$ cat src/rtl/counter_timer_ctrl.sv
// Start/stop/pause sequencer for a WIDTH-bit up counter with terminal-count tick.
// Optional prescaler on the count step: define PRESCALE_EN.
module counter_timer_ctrl #(
  parameter int WIDTH    = 4,
  parameter int PRESCALE = 4
) (
  input  logic             clock,
  input  logic             reset,
  input  logic             start,
  input  logic             stop,
  input  logic             pause,
  input  logic             mode,
  input  logic [WIDTH-1:0] period,
  output logic [WIDTH-1:0] count,
  output logic [1:0]       state,
  output logic             busy,
  output logic             tick,
  output logic             done,
  output logic             err
);

  typedef enum logic [1:0] {
    IDLE   = 2'b00,
    RUN    = 2'b01,
    PAUSED = 2'b10,
    DONE   = 2'b11
  } state_t;

  state_t           state_q, state_d;
  logic [WIDTH-1:0] count_q, count_d;
  logic [WIDTH-1:0] period_q, period_d;
  logic             mode_q, mode_d;
  logic             tick_q, tick_d;
  logic             err_q, err_d;
  logic             step;

`ifdef PRESCALE_EN
  localparam int DIV_W = (PRESCALE > 1) ? $clog2(PRESCALE) : 1;

  logic [DIV_W-1:0] div_q, div_d;
  logic             div_clear;
  logic             div_run;

  // Divider restarts on any accepted start or stop so the first step is a full PRESCALE away.
  assign div_clear = stop || (start && (period != '0));
  assign div_run   = (state_q == RUN) && !pause;
  assign step      = (div_q == DIV_W'(PRESCALE - 1));

  always_comb begin
    div_d = div_q;
    if (div_clear) begin
      div_d = '0;
    end else if (div_run) begin
      div_d = step ? '0 : div_q + 1'b1;
    end
  end

  always_ff @(posedge clock) begin
    if (reset) begin
      div_q <= '0;
    end else begin
      div_q <= div_d;
    end
  end
`else
  assign step = 1'b1;
`endif

  // Priority: stop > start > pause > count step (reset handled in the register).
  always_comb begin
    state_d  = state_q;
    count_d  = count_q;
    period_d = period_q;
    mode_d   = mode_q;
    tick_d   = 1'b0;
    err_d    = 1'b0;
    if (stop) begin
      state_d = IDLE;
      count_d = '0;
    end else if (start) begin
      if (period != '0) begin
        period_d = period;
        mode_d   = mode;
        count_d  = '0;
        state_d  = RUN;
      end else begin
        err_d = 1'b1;
      end
    end else begin
      case (state_q)
        RUN: begin
          if (pause) begin
            state_d = PAUSED;
          end else if (step) begin
            if (count_q == period_q) begin
              tick_d = 1'b1;
              if (mode_q) begin
                count_d = '0;
              end else begin
                state_d = DONE;
              end
            end else begin
              count_d = count_q + 1'b1;
            end
          end
        end
        PAUSED: begin
          if (!pause) begin
            state_d = RUN;
          end
        end
        default: begin
        end
      endcase
    end
  end

  always_ff @(posedge clock) begin
    if (reset) begin
      state_q  <= IDLE;
      count_q  <= '0;
      period_q <= '0;
      mode_q   <= 1'b0;
      tick_q   <= 1'b0;
      err_q    <= 1'b0;
    end else begin
      state_q  <= state_d;
      count_q  <= count_d;
      period_q <= period_d;
      mode_q   <= mode_d;
      tick_q   <= tick_d;
      err_q    <= err_d;
    end
  end

  assign count = count_q;
  assign state = state_q;
  assign tick  = tick_q;
  assign err   = err_q;
  assign busy  = (state_q == RUN) || (state_q == PAUSED);
  assign done  = (state_q == DONE);

endmodule

$ cat config.mk
export PLATFORM = sky130hd
export DESIGN_NAME = counter_timer_ctrl
export DESIGN_NICKNAME = d
export VERILOG_FILES = /design/src/rtl/counter_timer_ctrl.sv
export SDC_FILE = /design/constraint.sdc
export NUM_CORES = 1
export LEC_CHECK = 0
export CAP_MARGIN = 20
export CORE_MARGIN = 10
export CORE_UTILIZATION = 30
export CTS_CLUSTER_SIZE = 16
export DETAILED_ROUTE_END_ITERATION = 10
export DONT_BUFFER_PORTS = 1
export GPL_ROUTABILITY_DRIVEN = 0
export GPL_TIMING_DRIVEN = 0
export MAX_ROUTING_LAYER = met4
export SYNTH_ARGS = -nofsm -noshare
export SYNTH_HDL_FRONTEND = slang
export SYNTH_SLANG_ARGS = --single-unit
export TNS_END_PERCENT = 50
$ cat constraint.sdc
create_clock -name clock -period 1.4 [get_ports clock]
set_clock_uncertainty 0.1 [all_clocks]
set_input_delay 0.14 -clock clock [delete_from_list [all_inputs] [get_ports clock]]
set_output_delay 0.14 -clock clock [all_outputs]
set_load 0.005 [all_outputs]
==> flow_metrics.tcl <==
set metrics [dict create \
    clk_pin_slew_ns 0.08 \
    vdd_drop_max_uv 690.3 \
    status "finished, violations left" \
    cap_violations 0 \
    cp_max_fo 5 \
    end_kind "flip-flop" \
    cts_tree "built" \
    drc 0 \
    cts-root-buf "clkbuf_4" \
    clockBufferDepth 2 \
    die_x_um 67.37 \
    antenna_found_initial 0 \
    yosys-top-cells-area "dfxtp_1 (39%), ha_1 (7.4%), nor2_1 (6.1%)" \
    relSlewSlack_pct 70.81 \
    period_share_pct 110.3 \
    critPathLaunchType "flip-flop" \
    leakagePower_nw 0.3591 \
    post-route-worst-setup-slack_ns -0.1436 \
    hp-start "stop" \
    wirelength_um 1656 \
    antenna_left 0 \
    fin_hold_ws_ns -0.004954 \
    synth_top_family_by_area "simple AND/OR/NAND/NOR gates" \
    syn_nets 90 \
    clock_sinks 13 \
    die_h_um 67.37 \
    grt_pass1_wl_um 2608 \
    synth_fa_ha_area_share_pct 7.435 \
    synth_most_common_cell "dfxtp_1" \
    r2r-start "state[1]" \
    fin_nets 109 \
    synth_common_cells "dfxtp_1 (13), nor2_1 (11), nand2_1 (8)" \
    synthSimpleGateAreaFrac_pct 27.14 \
    max_freq_ghz 0.6478 \
    fin_area_um2 929.6 \
    synth.distinct_cells 29 \
    num_antenna_cells 0 \
    avgSynthCellArea_um2 8.857 \
    synth_seq_area_share_pct 38.66 \
    track_usage_pct 7.448 \
    finalSetupViolCount 5 \
    crit_start "state[1]" \
    rows 17 \
    dieArea_um2 4539 \
    yosysTopAreaCell "dfxtp_1" \
    synthCells 76 \
    grt_max_degree 10 \
    hold_path.class "primary input to flip-flop" \
    avgRoutedWirePerCell_um 13.57 \
    synth_compound_area_share_pct 18.77 \
    async_flop_share_pct 0 \
    tightest_slew_ns 0.4378 \
    crit_required_ns 1.51 \
    cts_max_level 1 \
    arrival_ns 1.66 \
    initial_utilization_pct 31.03 \
    rsz0062_at_grt "true" \
    avgViaCountPerCell 5.074 \
    utilization_pct 42.85 \
    clk_latency_ns 0.27 \
    syn_area_um2 673.1 \
    synth_edf_count 0 \
    cts_buffers 3 \
    overflow 0 \
    drv_slew 0 \
    finalHoldViolations 1 \
    area_growth_pct 38.10 \
    yosys-mux-area-fraction_pct 0 \
    place_area_um2 737.0 \
    fill_cells 230 \
    core_um2 2170 \
    io_buffers 0 \
    pin_count 20 \
    grt_pass1_vias 556 \
    dr.pass1.iters 4 \
    drt_iter0_markers 7 \
    ys_ff_latch 13 \
    synth_xor_area_share_pct 5.204 \
    synth_top_area_share_pct 38.66 \
    violations "negative hold slack, negative setup slack" \
    powerDensity_nw_per_um2 795.3 \
    ys_warn_count 0 \
    drive_above_1_share_pct 32.98 \
    vias 619 \
    fin_crit_ns 1.544 \
    hpwl_um 1159 \
    ys.flop_type "dfxtp_1" \
    critical_path_class "flip-flop to flip-flop" \
]
registers in the layout, indices dropped and copies added, names as in the netlist:
signal / cells
count: 4
err: 1
mode_q: 1
period_q: 4
state: 2
tick: 1
metrics by stage:
stage               hold slack (ns)  power, mW  setup WS (ns)  setup TNS (ns)  instances
floorplan                    0.1091     0.4685       -0.06876         -0.2756         76
global placement             0.1129     0.4812        -0.1980          -1.312        104
detailed placement           0.1154     0.4832        -0.2143          -1.567        104
CTS                        -0.04715     0.7398        -0.1308         -0.5930        120
global route                0.01390     0.7754        -0.1988         -0.9521        122
finish                    -0.004954     0.7394        -0.1436         -0.5483        122
repair_timing:
item                                    CTS  global route
gates resized for setup                   6             5
pin swaps                                 8             4
hold endpoints to repair                  7             0
hold buffers                              8             0
endpoints found under the setup margin    6             8
cloned                                    0             0
setup buffers                             4             2
metal layers:
| metal | up-vias | global-route usage (%) | share of wire, % |
|---|---|---|---|
| li1 | 307 | - | - |
| met1 | 286 | 8.011 | 40 |
| met2 | 24 | 11.73 | 48 |
| met3 | 2 | 4.298 | 11 |
| met4 | 0 | 1.538 | 0.91 |
| met5 | - | - | 0 |
critical path: stages (launching register included):
cell and delay (ns):
dfxtp_4 0.37, inv_4 0.06, ha_4 0.12, nor3b_4 0.30, nand2_1 0.12, o31ai_1 0.26
a22o_1 0.15
report_power, final:
part	internal [mW]	switching (mW)
combinational	0.0691	0.0583
clock	0.110	0.115
sequential	0.377	0.0102
total	0.556	0.183
final timing paths:
check	slack (ns)	end	depth (start not counted)
max reg2reg	-0.14	count[3]	6
min	-0.005	mode_q	3
min reg2reg	0.40	mode_q	2
max	-0.14	count[3]	6
final cells by class:
class	count	area [um2]	area share (%)
inverter	4	17.52	1.884
sequential	13	272.8	29.34
timing repair buffer	14	125.1	13.46
buffer	1	3.754	0.4038
multi-input combinational	58	449.2	48.32
tap	28	35.03	3.769
clock buffer	4	26.28	2.826
logic make-up after synthesis:
group,Yosys count
compound gates,16
flops,13
buf+inv,5
xor+xnor,4
fa+ha+maj,4
simple gates,34
cell usage in the layout (no fill, tap or decap), types with 2 or more instances in the layout:
| master | n |
|---|---|
| a22oi_1 | 4 |
| dlygate4sd3_1 | 8 |
| nand2_1 | 8 |
| clkbuf_1 | 2 |
| dfxtp_4 | 2 |
| clkbuf_4 | 3 |
| ha_1 | 2 |
| buf_4 | 6 |
| dfxtp_2 | 4 |
| dfxtp_1 | 7 |
| a22o_1 | 2 |
| nand3_1 | 3 |
| inv_1 | 3 |
| a21oi_1 | 2 |
| xnor2_1 | 4 |
| nor2_2 | 2 |
| nor2_1 | 10 |
Power figures use the tool's default switching activity.
